$ cat src/rtl/fetch_sequencer_pkg.sv
// Shared definitions for the fetch sequencer: FSM state encoding and default widths.
package fetch_sequencer_pkg;

  typedef enum logic [1:0] {
    IDLE     = 2'd0,
    RUN      = 2'd1,
    MEM_WAIT = 2'd2,
    DONE     = 2'd3
  } seq_state_t;

  localparam int PC_W_DEF  = 10;
  localparam int CNT_W_DEF = 16;

  // Halt opcode of the 9-bit ISA, decoded upstream into the halt input.
  localparam logic [8:0] kHALT = 9'h1FF;

endpackage

$ cat src/rtl/fetch_sequencer_if.sv
// Decoder/memory-side signal bundle of the fetch sequencer; slave is the sequencer itself.
interface fetch_sequencer_if
  import fetch_sequencer_pkg::*;
#(
  parameter int PC_W  = PC_W_DEF,
  parameter int CNT_W = CNT_W_DEF
);
  // mem_rd/mem_wr stay high from the issuing RUN cycle until the cycle mem_ready is
  // seen in MEM_WAIT; that cycle completes the access and no other handshake exists.
  logic             Start;
  logic [PC_W-1:0]  start_addr;
  logic             jump_en;
  logic             branch_en;
  logic [PC_W-1:0]  lut_target;
  logic             ReadMem;
  logic             WriteMem;
  logic             write_en;
  logic             halt;
  logic             mem_ready;
  logic [PC_W-1:0]  ProgCtr;
  logic             reg_we;
  logic             mem_rd;
  logic             mem_wr;
  logic             retire;
  logic             Done;
  logic             timeout;
  logic [CNT_W-1:0] instr_cnt;
  seq_state_t       state;

  modport master (
    output Start, start_addr, jump_en, branch_en, lut_target,
           ReadMem, WriteMem, write_en, halt, mem_ready,
    input  ProgCtr, reg_we, mem_rd, mem_wr, retire, Done, timeout, instr_cnt, state
  );

  modport slave (
    input  Start, start_addr, jump_en, branch_en, lut_target,
           ReadMem, WriteMem, write_en, halt, mem_ready,
    output ProgCtr, reg_we, mem_rd, mem_wr, retire, Done, timeout, instr_cnt, state
  );

endinterface

$ cat src/rtl/fetch_sequencer.sv
// Program-flow controller: owns the PC, applies redirects, stalls on data memory and
// gates side effects so every instruction commits exactly once.
module fetch_sequencer
  import fetch_sequencer_pkg::*;
#(
  parameter int               PC_W       = PC_W_DEF,
  parameter int               CNT_W      = CNT_W_DEF,
  parameter logic [CNT_W-1:0] MAX_CYCLES = '1
) (
  input logic             Clk,
  input logic             Reset,
  fetch_sequencer_if.slave bus
);

  seq_state_t       state;
  logic [PC_W-1:0]  pc;
  logic [CNT_W-1:0] cycle_cnt;
  logic [CNT_W-1:0] instr_cnt;
  logic             timeout_q;

  logic active, wd_hit, live, mem_op;
  logic retire_c, reg_we_c, mem_rd_c, mem_wr_c;

  function automatic logic [PC_W-1:0] next_pc(input logic [PC_W-1:0] cur,
                                               input logic            jump,
                                               input logic            branch,
                                               input logic [PC_W-1:0] target);
    if (jump || branch) return target;
    return cur + 1'b1;
  endfunction

  assign active = (state == RUN) || (state == MEM_WAIT);
  assign wd_hit = active && (cycle_cnt == MAX_CYCLES - 1'b1);
  // Reset, Start and the watchdog all abandon the current instruction uncommitted.
  assign live   = active && !Reset && !bus.Start && !wd_hit;
  assign mem_op = bus.ReadMem || bus.WriteMem;

  always_comb begin
    retire_c = 1'b0;
    reg_we_c = 1'b0;
    mem_rd_c = 1'b0;
    mem_wr_c = 1'b0;
    if (live) begin
      if (state == RUN) begin
        if (bus.halt) begin
          retire_c = 1'b1;
        end else if (mem_op) begin
          mem_rd_c = bus.ReadMem;
          mem_wr_c = bus.WriteMem;
        end else begin
          retire_c = 1'b1;
          reg_we_c = bus.write_en;
        end
      end else begin
        mem_rd_c = bus.ReadMem;
        mem_wr_c = bus.WriteMem;
        if (bus.mem_ready) begin
          retire_c = 1'b1;
          reg_we_c = bus.write_en && bus.ReadMem;
        end
      end
    end
  end

  always_ff @(posedge Clk) begin
    if (Reset) begin
      state     <= IDLE;
      pc        <= '0;
      cycle_cnt <= '0;
      instr_cnt <= '0;
      timeout_q <= 1'b0;
    end else begin
      case (state)
        IDLE: begin
          if (bus.Start) begin
            pc        <= bus.start_addr;
            cycle_cnt <= '0;
            instr_cnt <= '0;
          end else begin
            state <= RUN;
          end
        end
        RUN, MEM_WAIT: begin
          cycle_cnt <= cycle_cnt + 1'b1;
          if (bus.Start) begin
            state <= IDLE;
          end else if (wd_hit) begin
            state     <= DONE;
            timeout_q <= 1'b1;
          end else if (state == RUN) begin
            if (bus.halt)      state <= DONE;
            else if (mem_op)   state <= MEM_WAIT;
            else               pc    <= next_pc(pc, bus.jump_en, bus.branch_en, bus.lut_target);
          end else if (bus.mem_ready) begin
            pc    <= pc + 1'b1;
            state <= RUN;
          end
        end
        DONE: begin
          if (bus.Start) begin
            state     <= IDLE;
            timeout_q <= 1'b0;
          end
        end
        default: state <= IDLE;
      endcase
      if (retire_c && !(&instr_cnt)) instr_cnt <= instr_cnt + 1'b1;
    end
  end

  assign bus.ProgCtr   = pc;
  assign bus.reg_we    = reg_we_c;
  assign bus.mem_rd    = mem_rd_c;
  assign bus.mem_wr    = mem_wr_c;
  assign bus.retire    = retire_c;
  assign bus.Done      = (state == DONE);
  assign bus.timeout   = timeout_q;
  assign bus.instr_cnt = instr_cnt;
  assign bus.state     = state;

endmodule

$ cat src/flat_wrapper.sv
// flat-port wrapper written by rule: the top's interface ports become plain ports
module fetch_sequencer_flat import fetch_sequencer_pkg::*;
#(
  parameter int               PC_W       = PC_W_DEF,
  parameter int               CNT_W      = CNT_W_DEF,
  parameter logic [CNT_W-1:0] MAX_CYCLES = '1
)
  (Clk, Reset, bus_Start, bus_start_addr, bus_jump_en, bus_branch_en, bus_lut_target, bus_ReadMem, bus_WriteMem, bus_write_en, bus_halt, bus_mem_ready, bus_ProgCtr, bus_reg_we, bus_mem_rd, bus_mem_wr, bus_retire, bus_Done, bus_timeout, bus_instr_cnt, bus_state);
  fetch_sequencer_if #(.PC_W(PC_W), .CNT_W(CNT_W)) bus_i ();
  input logic Clk;
  input logic Reset;
  input wire logic [$bits(bus_i.Start)-1:0] bus_Start;
  input wire logic [$bits(bus_i.start_addr)-1:0] bus_start_addr;
  input wire logic [$bits(bus_i.jump_en)-1:0] bus_jump_en;
  input wire logic [$bits(bus_i.branch_en)-1:0] bus_branch_en;
  input wire logic [$bits(bus_i.lut_target)-1:0] bus_lut_target;
  input wire logic [$bits(bus_i.ReadMem)-1:0] bus_ReadMem;
  input wire logic [$bits(bus_i.WriteMem)-1:0] bus_WriteMem;
  input wire logic [$bits(bus_i.write_en)-1:0] bus_write_en;
  input wire logic [$bits(bus_i.halt)-1:0] bus_halt;
  input wire logic [$bits(bus_i.mem_ready)-1:0] bus_mem_ready;
  output wire logic [$bits(bus_i.ProgCtr)-1:0] bus_ProgCtr;
  output wire logic [$bits(bus_i.reg_we)-1:0] bus_reg_we;
  output wire logic [$bits(bus_i.mem_rd)-1:0] bus_mem_rd;
  output wire logic [$bits(bus_i.mem_wr)-1:0] bus_mem_wr;
  output wire logic [$bits(bus_i.retire)-1:0] bus_retire;
  output wire logic [$bits(bus_i.Done)-1:0] bus_Done;
  output wire logic [$bits(bus_i.timeout)-1:0] bus_timeout;
  output wire logic [$bits(bus_i.instr_cnt)-1:0] bus_instr_cnt;
  output wire logic [$bits(bus_i.state)-1:0] bus_state;
  assign bus_i.Start = bus_Start;
  assign bus_i.start_addr = bus_start_addr;
  assign bus_i.jump_en = bus_jump_en;
  assign bus_i.branch_en = bus_branch_en;
  assign bus_i.lut_target = bus_lut_target;
  assign bus_i.ReadMem = bus_ReadMem;
  assign bus_i.WriteMem = bus_WriteMem;
  assign bus_i.write_en = bus_write_en;
  assign bus_i.halt = bus_halt;
  assign bus_i.mem_ready = bus_mem_ready;
  assign bus_ProgCtr = bus_i.ProgCtr;
  assign bus_reg_we = bus_i.reg_we;
  assign bus_mem_rd = bus_i.mem_rd;
  assign bus_mem_wr = bus_i.mem_wr;
  assign bus_retire = bus_i.retire;
  assign bus_Done = bus_i.Done;
  assign bus_timeout = bus_i.timeout;
  assign bus_instr_cnt = bus_i.instr_cnt;
  assign bus_state = bus_i.state;
  fetch_sequencer #(.PC_W(PC_W), .CNT_W(CNT_W), .MAX_CYCLES(MAX_CYCLES)) u_core (.Clk(Clk), .Reset(Reset), .bus(bus_i));
endmodule
$ cat config.mk
export PLATFORM = sky130hd
export DESIGN_NAME = fetch_sequencer_flat
export DESIGN_NICKNAME = d
export VERILOG_FILES = /design/src/rtl/fetch_sequencer_pkg.sv /design/src/rtl/fetch_sequencer_if.sv /design/src/rtl/fetch_sequencer.sv /design/src/flat_wrapper.sv
export SDC_FILE = /design/constraint.sdc
export NUM_CORES = 1
export LEC_CHECK = 0
export BUFFER_PORTS_ARGS = -buffer_cell sky130_fd_sc_hd__clkbuf_2
export CAP_MARGIN = 20
export CORE_ASPECT_RATIO = 0.6
export CORE_MARGIN = 2
export CORE_UTILIZATION = 49
export CTS_BUF_LIST = sky130_fd_sc_hd__clkbuf_16
export CTS_CLUSTER_DIAMETER = 80
export DETAILED_ROUTE_END_ITERATION = 12
export PLACE_DENSITY = 0.77
export SYNTH_ARGS = -nofsm -noshare
export SYNTH_HDL_FRONTEND = slang
export SYNTH_SLANG_ARGS = --single-unit
$ cat constraint.sdc
create_clock -name Clk -period 2.5 [get_ports Clk]
set_clock_uncertainty 0.05 [all_clocks]
set_input_delay 0.625 -clock Clk [delete_from_list [all_inputs] [get_ports Clk]]
set_output_delay 0.625 -clock Clk [all_outputs]
set_load 0.01 [all_outputs]
==> results by group, run 1 <==
Place
  – Standard cell area after detailed placement: roughly 3300 µm²
  – DP Wirelength: about 5600 µm
  – Weighted congestion reported at the end of routability-driven placement: slightly below 0.9
  – Number of input and output port buffers inserted: between 60 and 70

Yosys
  – Proportion of synthesized flip-flops having asynchronous set or reset: 0%
  – Post-Synth Simple-Gate Area: between 30% and 40%
  – Flip-flop cell with the highest count after synthesis: sky130_fd_sc_hd__dfxtp_1
  – EDFF count, synth: 0
  – Proportion of synthesized chip area in sequential cells: roughly a third
  – Post-synthesis xor/xnor area fraction: 4.81%
  – Multiplexer fraction of the synthesized cell area: roughly 1.1%
  – Yosys warns: 0
  – Dominant combinational cell family by area after synthesis: simple AND/OR/NAND/NOR gates
  – Mean area per synthesized cell: just under 8 µm²
  – Adder-cell share of the synthesized area: 4.58%
  – Number of flip-flops and latches in the synthesized netlist: 45
  – Synthesized instance count: 354
  – Mapped Nets: approximately 390
  – Compound-gate portion of the synthesized area: about a fifth
  – Count of different cell masters after synthesis: between 50 and 60
  – Netlist area before placement: ~2700 µm²

Layout
  – Diodes inserted: 0
  – Area occupied by multi-input gates: 1780 µm²
  – Fill cell instance count of the final layout: between 400 and 500
  – Share of post-route cells with drive strength above 1: a little over a quarter
  – Post-synthesis to final-layout area growth: 28.4%
  – Net count reported at finish: 477
  – Flip-flop and latch area: 906 µm²
  – Final design instance area without fill: approximately 3500 µm²

Timing
  – Final Setup Violations: 0
  – Final clock period utilization by the worst path: between 90% and 100%
  – Shortest period the worst path allows: ~2.5 ns
  – Number of hold-slack violations in the final timing report: 0
  – Transition at the pin with the smallest max-transition slack: roughly 0.46 ns
  – Worst slew margin: a little over two thirds
  – Unrepaired setup endpoints after global routing: yes
  – Setup TNS: 0 ns
  – F_max: between 400 and 500 MHz
  – Number of max-slew violations in the final report: 0

Flow run
  – Number of maximum-capacitance violations: 0

Route
  – Via/cell ratio: between 5 and 6
  – Number of remaining DRC errors: 0
  – Average detailed-routed wire length per instance: 15.5 µm
  – Total via count after detailed routing: ~3000
  – DRT antenna net count: 0
  – Iteration count of the initial detailed-routing pass: 4
  – DRC violation total after the first TritonRoute iteration: 234
  – Post-Route WL: approximately 7800 µm

Power
  – Pwr dens: roughly 550 nW/µm²
  – Switch share: about 28%
  – Clock share of power: a little under two fifths
  – Psw: about 0.54 mW
  – Leak pwr: 1.35 nW
  – Part of the total power dissipated in combinational logic: 21.2%
  – Internal power summed over all cells: between 1 and 1.5 mW
  – Peak VDD IR: approximately 0.00031 V
  – Sequential Power Share: around two fifths

Clocking
  – Worst-Skew Late Latency: about 0.28 ns
  – Number of buffers inserted by hold repair at cts: 0
  – Worst-case clock buffer depth: 2
  – Clock root buffer: sky130_fd_sc_hd__clkbuf_16
  – Clock tree from TritonCTS: built
  – Clock Sinks: 45
  – Number of buffers added by the clock tree synthesis step: 5
  – H-tree Lvls: 2
  – Clock-pin slew on the worst setup and hold paths: approximately 0.06 ns

Floorplanning
  – Die Area: around 6200 µm²
  – Placement Rows: 21
  – Starting Density: between 50% and 60%
  – Core ar.: 5470 µm²
  – Y dimension of the die: ~62 µm
  – Die span in x: between 100 and 150 µm
  – Count of boundary I/O pins: 64

Critical path
  – Data required time at the worst endpoint: between 1.5 and 2 ns
  – Kind of capture point of the worst setup path: output pin
  – Type of the worst setup path: reg -> out
  – Arrival time at the worst endpoint: about 1.8 ns
  – Critical path peak fanout: 5
  – Crit path launch type: register

Global route
  – Vias in the first global route: between 2000 and 3000
  – Number of antenna violations at the first check in global routing: 0
  – Maximum number of pins on one net before global-route repair: 26
  – All-Layer GR Usage: about a quarter
  – Overall overflow remaining after global route: 0
  – First-pass GRT wire length: 12100 µm

Outcome
  – Result of the run: completed

Worst hold path
  – Kind of path behind the tightest hold check: reg -> reg
-- per-stage QoR --
stage / hold WS [ns] / power [mW] / util, % / std cells / worst slack, ns
after global routing: 0.483 / 2.00 / 64.2 / 506 / -0.0258
after detailed placement: 0.453 / 1.18 / 59.5 / 497 / -0.0520
after floorplan: 0.417 / 1.03 / - / 354 / 0.00284
after CTS: 0.460 / 1.92 / 63.2 / 504 / 0.00520
final: 0.463 / 1.92 / 64.2 / 506 / 0.0329
after global placement: 0.423 / 1.17 / 59.5 / 497 / -0.0306
-- power groups by stage --
stage | registers [mW] | clock network (mW) | logic [mW]
floorplan | 0.804 | 0 | 0.221
global placement | 0.799 | 0 | 0.372
detailed placement | 0.800 | 0 | 0.380
CTS | 0.785 | 0.739 | 0.391
global route | 0.792 | 0.761 | 0.444
finish | 0.789 | 0.727 | 0.407
-- cells in the mapped netlist (10+ instances only) --
library cell,count,area share [%]
sky130_fd_sc_hd__inv_1,10,1.4
sky130_fd_sc_hd__nor3_1,15,2.7
sky130_fd_sc_hd__a31oi_1,10,2.3
sky130_fd_sc_hd__nand3_1,22,4.0
sky130_fd_sc_hd__xnor2_1,12,3.8
sky130_fd_sc_hd__nand4_1,11,2.5
sky130_fd_sc_hd__nand2_1,42,5.8
sky130_fd_sc_hd__nor2_1,34,4.7
sky130_fd_sc_hd__a21oi_1,24,4.4
sky130_fd_sc_hd__dfxtp_1,45,33
sky130_fd_sc_hd__ha_1,10,4.6
sky130_fd_sc_hd__o21ai_0,18,3.3
-- flip-flops by register name (all words and copies together) (netlist names) --
register              flops
u_core.bus.instr_cnt     16
u_core.cycle_cnt         16
u_core.bus.ProgCtr       10
u_core.bus.state          2
u_core.bus.timeout        1
-- area by class of cell --
cell class	count	area share (%)
Timing Repair Buffer	91	15.3
Tap cell	69	2.46
Sequential cell	45	25.8
Clock buffer	5	3.57
Inverter	11	1.32
Clock inverter	2	0.998
Multi-Input combinational cell	283	50.6
-- layer usage --
metal,global-route usage [%],part of all wire (%),up-vias
li1,-,-,1472
met1,34.5,46,1398
met2,40.3,45,124
met3,5.03,7.8,7
met4,5.48,0.55,0
met5,0,0,-
-- cells by family after synthesis --
| kind of cell | count (synthesis) |
|---|---|
| AOI/OAI and AO/OA | 89 |
| muxes | 3 |
| and+or+nand+nor | 166 |
| DFF | 45 |
| xor gates and xnor gates | 15 |
| buffers and inverters | 26 |
| adders and majority gates | 10 |
-- cells in the final DEF (no fill, tap or decap), drive strengths merged, types with 3 or more instances in the layout --
cell type / n
clkbuf: 67
dfxtp: 45
nand2: 42
nor2: 34
buf: 29
a21oi: 24
nand3: 22
o21ai: 20
nor3: 15
xnor2: 12
nand4: 12
a31oi: 10
or3: 10
inv: 10
ha: 10
a211oi: 7
and4: 7
a311oi: 6
and3: 5
o211ai: 4
nor2b: 4
a22o: 3
nand3b: 3
xor2: 3
or4: 3
o311ai: 3
-- critical path, cell delays in order (launching register included) --
cell and delay, ns:
sky130_fd_sc_hd__dfxtp_4 0.39, sky130_fd_sc_hd__inv_4 0.05, sky130_fd_sc_hd__ha_4 0.27, sky130_fd_sc_hd__nand2b_4 0.06, sky130_fd_sc_hd__a2111o_1 0.38, sky130_fd_sc_hd__buf_6 0.15
sky130_fd_sc_hd__nor2_4 0.10, sky130_fd_sc_hd__buf_6 0.11
-- timing repair --
action                                  4_1_cts  5_1_grt
endpoints found under the setup margin        4        9
resized for setup                            12       10
pin swaps                                     2        3
buffers inserted                              0        2
-- worst paths after layout --
check,start,endpoint,slack [ns],depth (start not counted)
max,u_core.bus.state[0],bus_retire,0.03,7
min,u_core.cycle_cnt[12],u_core.cycle_cnt[12],0.46,2
max reg2reg,u_core.bus.state[0],u_core.bus.instr_cnt[13],0.16,7
min reg2reg,u_core.cycle_cnt[12],u_core.cycle_cnt[12],0.46,2
Note: power is estimated with default switching activity, not from simulation.
==> run 2, diff against run 1 <==
--- a/config.mk
+++ b/config.mk
@@ -5,7 +5,7 @@
 export SDC_FILE = /design/constraint.sdc
 export NUM_CORES = 1
 export LEC_CHECK = 0
-export BUFFER_PORTS_ARGS = -buffer_cell sky130_fd_sc_hd__clkbuf_2
+export BUFFER_PORTS_ARGS = -buffer_cell sky130_fd_sc_hd__buf_2
 export CAP_MARGIN = 20
 export CORE_ASPECT_RATIO = 0.6
 export CORE_MARGIN = 2
==> constraint.sdc (replaced) <==
create_clock -name Clk -period 2.5 [get_ports Clk]
set_clock_uncertainty 0.05 [all_clocks]
set_input_delay 0.625 -clock Clk [delete_from_list [all_inputs] [get_ports Clk]]
set_output_delay 0.625 -clock Clk [all_outputs]
set_load 0.005 [all_outputs]
==> results by group, run 2 (same netlist as run 1, synthesis figures left out) <==
Floorplanning
  – Die span in x: 100 µm
  – Die Area: between 6000 and 7000 µm²
  – Core ar.: between 5000 and 6000 µm²
  – Placement Rows: 21
  – Count of boundary I/O pins: between 60 and 70
  – Starting Density: 50.0%
  – Y dimension of the die: around 60 µm

Layout
  – Net count reported at finish: between 400 and 500
  – Final design instance area without fill: around 3500 µm²
  – Most frequent standard cell in the layout excluding fill and tap cells: sky130_fd_sc_hd__buf_2
  – Post-synthesis to final-layout area growth: 28.6%
  – Diodes inserted: 0
  – Share of post-route cells with drive strength above 1: 26.4%
  – Leading cell types in the layout, fill and taps excluded: sky130_fd_sc_hd__buf_2 (63), sky130_fd_sc_hd__nand2_1 (42), sky130_fd_sc_hd__dfxtp_1 (42)

Critical path
  – Reg-to-reg startpoint: u_core.bus.state[1]
  – Reg2reg setup slack: 0.14 ns
  – Arrival time at the worst endpoint: about 1.8 ns
  – Slowest cell on the critical path: sky130_fd_sc_hd__dfxtp_4
  – Crit path launch type: register
  – Number of cell instances on the worst register-to-register path: 7
  – Delay contributed by the slowest stage of the critical path: approximately 0.36 ns
  – Data required time at the worst endpoint: around 1.8 ns
  – Critical path peak fanout: 5
  – Critical path cell sequence: inv_1, ha_1, and4_1, and4_4, nor3_4, and3_1, buf_2
  – Type of the worst setup path: reg -> out
  – Kind of capture point of the worst setup path: output pin
  – Endpoint of the worst-slack reg-to-reg timing path: u_core.bus.instr_cnt[13]

Timing
  – Number of max-slew violations in the final report: 0
  – Transition at the pin with the smallest max-transition slack: ~0.46 ns
  – Number of hold-slack violations in the final timing report: 0
  – Final worst hold slack: 0.464 ns
  – Shortest period the worst path allows: around 2.4 ns
  – Worst slew margin: ~69%
  – Final Setup Violations: 0
  – Final clock period utilization by the worst path: between 90% and 100%
  – F_max: around 410 MHz

Route
  – DRC violation total after the first TritonRoute iteration: around 190
  – Via/cell ratio: 5.76
  – Number of remaining DRC errors: 0
  – Iteration count of the initial detailed-routing pass: 7
  – Average detailed-routed wire length per instance: about 15 µm
  – DRT antenna net count: 0
  – Post-Route WL: roughly 7600 µm
  – Total via count after detailed routing: 2932

Power
  – Part of the total power dissipated in combinational logic: between 20% and 30%
  – Clock share of power: between 30% and 40%
  – Switch share: between 20% and 30%
  – Internal power summed over all cells: about 1.4 mW
  – Sequential Power Share: between 40% and 50%
  – Leak pwr: ~1.4 nW
  – Psw: between 0.5 and 0.6 mW
  – Peak VDD IR: around 0.00029 V
  – Pwr dens: roughly 540 nW/µm²

Global route
  – Highest-utilization routing layer at the global route stage: met2
  – GR Util met1: roughly a third
  – Met3 global-route usage: approximately 4.6%
  – First-pass GRT wire length: 11600 µm
  – Maximum number of pins on one net before global-route repair: 21
  – Overall overflow remaining after global route: 0
  – All-Layer GR Usage: 23.7%
  – Number of antenna violations at the first check in global routing: 0
  – Vias in the first global route: ~2500
  – Met2 Use GR: a little under two fifths

Clocking
  – Worst-case clock buffer depth: 2
  – Number of buffers added by the clock tree synthesis step: 5
  – Clock root buffer: sky130_fd_sc_hd__clkbuf_16
  – Clock Sinks: 45
  – Clock tree from TritonCTS: built
  – Clock-pin slew on the worst setup and hold paths: 0.06 ns
  – H-tree Lvls: 2
  – Worst-Skew Late Latency: about 0.29 ns

Worst hold path
  – HP Start: u_core.bus.timeout
  – Kind of path behind the tightest hold check: reg -> reg
  – Hold endpoint: u_core.bus.timeout
  – Count of cells along the worst hold path: 2

Place
  – Weighted congestion reported at the end of routability-driven placement: a little under 0.9
  – Standard cell area after detailed placement: 3280 µm²
  – DP Wirelength: ~5500 µm
  – Number of input and output port buffers inserted: 63

Flow run
  – Number of maximum-capacitance violations: 0

Outcome
  – Result of the run: completed
## run 2: critical path: cells and delay by family (launching register included)
| family | cells | cell delay, ns |
|---|---|---|
| DFF | 1 | 0.36 |
| buffers and inverters | 2 | 0.16 |
| adders and majority gates | 1 | 0.18 |
| and+or+nand+nor | 4 | 0.77 |
## run 2: routing by layer
layer / share of wire [%] / routed length (µm)
met3: 5.1 / 392
met5: 0 / 0
met1: 51 / 3860
met4: 0.93 / 71
met2: 43 / 3290
## run 2: layout make-up
type                            count  area [µm²]
Clock buffer                        5         125
Clock inverter                      3        37.5
Fill cell                         482        1950
Inverter                           11        43.8
Multi-Input combinational cell    283        1770
Sequential cell                    45         910
Tap cell                           69        86.3
Timing Repair Buffer               93         544
## run 2: worst max path at each step
stage / from / end / slack [ns] / depth (start not counted)
2_1_floorplan: u_core.bus.state[1] / u_core.bus.instr_cnt[15] / 0.05 / 8
3_3_place_gp: bus_WriteMem / u_core.bus.instr_cnt[9] / -0.03 / 6
3_5_place_dp: bus_WriteMem / u_core.bus.instr_cnt[13] / -0.07 / 6
4_1_cts: u_core.bus.state[0] / bus_retire / 0.004 / 7
5_1_grt: u_core.bus.state[1] / bus_retire / -0.01 / 7
6_report: u_core.cycle_cnt[0] / bus_mem_wr / 0.05 / 7
## run 2: power by group through the flow
stage | clock network [mW] | registers [mW] | logic, mW
5_1_grt | 0.781 | 0.792 | 0.426
3_5_place_dp | 0 | 0.800 | 0.366
2_1_floorplan | 0 | 0.795 | 0.221
4_1_cts | 0.747 | 0.787 | 0.378
3_3_place_gp | 0 | 0.799 | 0.362
6_report | 0.736 | 0.788 | 0.388
## run 2: what timing repair did
item / in CTS / in global routing
hold buffers: 0 / 0
pin swaps: 1 / 1
setup endpoints to repair: 4 / 8
buffers inserted: 0 / 1
gates resized for setup: 13 / 6
## run 2: per-stage QoR
step / setup TNS (ns) / util, % / cells / total power [mW] / worst slack, ns
floorplan: 0 / - / 354 / 1.02 / 0.0509
global placement: -0.0656 / 60.0 / 500 / 1.16 / -0.0329
detailed placement: -0.132 / 60.0 / 500 / 1.17 / -0.0722
CTS: 0 / 63.8 / 508 / 1.91 / 0.00397
global route: -0.0141 / 64.3 / 509 / 2.00 / -0.0141
finish: 0 / 64.3 / 509 / 1.91 / 0.0532
==> run 3, diff against run 2 <==
==> constraint.sdc (replaced) <==
create_clock -name Clk -period 2.1 [get_ports Clk]
set_clock_uncertainty 0.05 [all_clocks]
set_input_delay 0.525 -clock Clk [delete_from_list [all_inputs] [get_ports Clk]]
set_output_delay 0.525 -clock Clk [all_outputs]
set_load 0.005 [all_outputs]
==> results by group, run 3 (same netlist as run 1, synthesis figures left out) <==
Place
  – Weighted congestion reported at the end of routability-driven placement: roughly 0.85
  – Number of input and output port buffers inserted: 63
  – Dpl ws: -0.407 ns
  – DP Wirelength: 5850 µm

Power
  – PnR Total Power: approximately 2.2 mW
  – Leak pwr: approximately 1.6 nW
  – Peak VDD IR: 0.000455 V
  – Pwr dens: 566 nW/µm²

Critical path
  – Reg2reg setup slack: -0.18 ns
  – Crit path launch type: register
  – Arrival time at the worst endpoint: around 1.7 ns
  – Kind of capture point of the worst setup path: output pin
  – Data required time at the worst endpoint: between 1.5 and 2 ns
  – Type of the worst setup path: reg -> out
  – Critical path peak fanout: 4
  – Number of cell instances on the worst register-to-register path: 7
  – Endpoint of the worst-slack reg-to-reg timing path: u_core.bus.instr_cnt[9]
  – Reg-to-reg startpoint: u_core.bus.state[1]

Layout
  – Leading cell types in the layout, fill and taps excluded: sky130_fd_sc_hd__buf_2 (63), sky130_fd_sc_hd__buf_4 (55), sky130_fd_sc_hd__dfxtp_1 (40)
  – Fill cell instance count of the final layout: about 420
  – Post-layout utilization of the core: 72.3%
  – Most frequent standard cell in the layout excluding fill and tap cells: sky130_fd_sc_hd__buf_2
  – Post-synthesis to final-layout area growth: 44.6%
  – Flip-flop and latch area: approximately 900 µm²
  – Diodes inserted: 0
  – Net count reported at finish: approximately 520
  – Area occupied by multi-input gates: ~1900 µm²
  – Share of post-route cells with drive strength above 1: between 30% and 40%

Worst hold path
  – HP Start: u_core.bus.instr_cnt[1]
  – Hold endpoint: u_core.bus.instr_cnt[1]
  – Count of cells along the worst hold path: 2
  – Kind of path behind the tightest hold check: reg -> reg

Timing
  – Shortest period the worst path allows: around 2.3 ns
  – Worst slew margin: between 70% and 80%
  – Transition at the pin with the smallest max-transition slack: 0.421 ns
  – F_max: around 430 MHz
  – Final Setup Violations: 17
  – Final clock period utilization by the worst path: 110%
  – Number of max-slew violations in the final report: 0
  – Unrepaired setup endpoints after global routing: yes
  – Number of hold-slack violations in the final timing report: 0
  – Final Worst Setup Slack: -0.208 ns

Global route
  – All-Layer GR Usage: 27.9%
  – Overall overflow remaining after global route: 0
  – First-pass GRT wire length: 13400 µm
  – Vias in the first global route: about 2800
  – Number of antenna violations at the first check in global routing: 0
  – Maximum number of pins on one net before global-route repair: 28

Route
  – Average detailed-routed wire length per instance: roughly 16 µm
  – Number of remaining DRC errors: 0
  – DRT antenna net count: 0
  – DRC violation total after the first TritonRoute iteration: about 320
  – Post-Route WL: just under 9000 µm
  – Via/cell ratio: 6.04
  – Total via count after detailed routing: ~3300
  – Iteration count of the initial detailed-routing pass: 5

Floorplanning
  – Placement Rows: 21
  – Die Area: 6210 µm²
  – Die span in x: ~100 µm
  – Y dimension of the die: ~60 µm
  – Count of boundary I/O pins: 64
  – Starting Density: roughly half
  – Core ar.: 5470 µm²

Clocking
  – Number of buffers added by the clock tree synthesis step: 5
  – Clock tree from TritonCTS: built
  – Clock Sinks: between 40 and 50
  – Worst-Skew Late Latency: just under 0.3 ns
  – Worst-case clock buffer depth: 2
  – Clock-pin slew on the worst setup and hold paths: around 0.060 ns
  – H-tree Lvls: 2
  – Clock root buffer: sky130_fd_sc_hd__clkbuf_16

Flow run
  – Number of maximum-capacitance violations: 0

Outcome
  – Failing checks: setup timing
  – Result of the run: finished with violations
run 3: cell count changes in the layout (fill, tap and decap cells not counted), sizes merged:
cell / delta
clkinv: +2
inv: -1
buf: +36
bufinv: -1
nand3: +1
run 3: critical path, cell delays in order, from the launching register on:
cell	delay, ns
sky130_fd_sc_hd__dfxtp_2	0.35
sky130_fd_sc_hd__inv_4	0.06
sky130_fd_sc_hd__ha_4	0.16
sky130_fd_sc_hd__nor2b_4	0.12
sky130_fd_sc_hd__a2111o_1	0.40
sky130_fd_sc_hd__buf_6	0.15
sky130_fd_sc_hd__nor2_4	0.09
sky130_fd_sc_hd__buf_2	0.12
run 3: power by group:
part	internal, mW	switching, mW	leakage [nW]
clock network	0.430	0.323	0.0687
registers	0.889	0.0505	0.367
logic	0.253	0.289	1.15
run 3: metal layers:
metal,vias up,part of all wire (%),global-route usage [%]
li1,1551,-,-
met1,1554,43,36.8
met4,0,2.5,12.7
met5,-,0,0
met3,29,7.7,4.81
met2,162,47,46.2
run 3: final cells by class:
cell class | instances | share of cell area, %
Inverter | 11 | 1.17
Timing Repair Buffer | 129 | 21.6
Tap cell | 69 | 2.19
Multi-Input combinational cell | 284 | 48.6
Clock buffer | 5 | 3.17
Sequential cell | 45 | 23.0
Clock inverter | 3 | 0.317
run 3: stage by stage:
step / cell area (µm²) / instances / hold WS [ns] / TNS, ns
floorplan: 2760 / 354 / 0.413 / -1.24
global placement: 3480 / 524 / 0.411 / -4.46
detailed placement: 3480 / 524 / 0.433 / -4.85
CTS: 3810 / 541 / 0.440 / -1.51
global route: 3950 / 546 / 0.456 / -3.13
finish: 3950 / 546 / 0.440 / -1.89
run 3: worst max path at each step:
stage,from,to,slack (ns),cells after the start
after detailed placement,bus_WriteMem,u_core.bus.instr_cnt[3],-0.41,7
after CTS,u_core.bus.state[1],bus_retire,-0.19,7
after global routing,u_core.bus.state[1],bus_retire,-0.25,7
final,u_core.bus.state[1],bus_retire,-0.21,7
after floorplan,bus_WriteMem,u_core.bus.instr_cnt[9],-0.23,5
after global placement,bus_WriteMem,u_core.bus.instr_cnt[9],-0.37,6
run 3: repair_timing:
item	in CTS	in global routing
pin swaps	26	11
endpoints found under the setup margin	25	36
hold buffers	0	0
resized for setup	31	25
gates cloned	0	1
buffers inserted	9	4
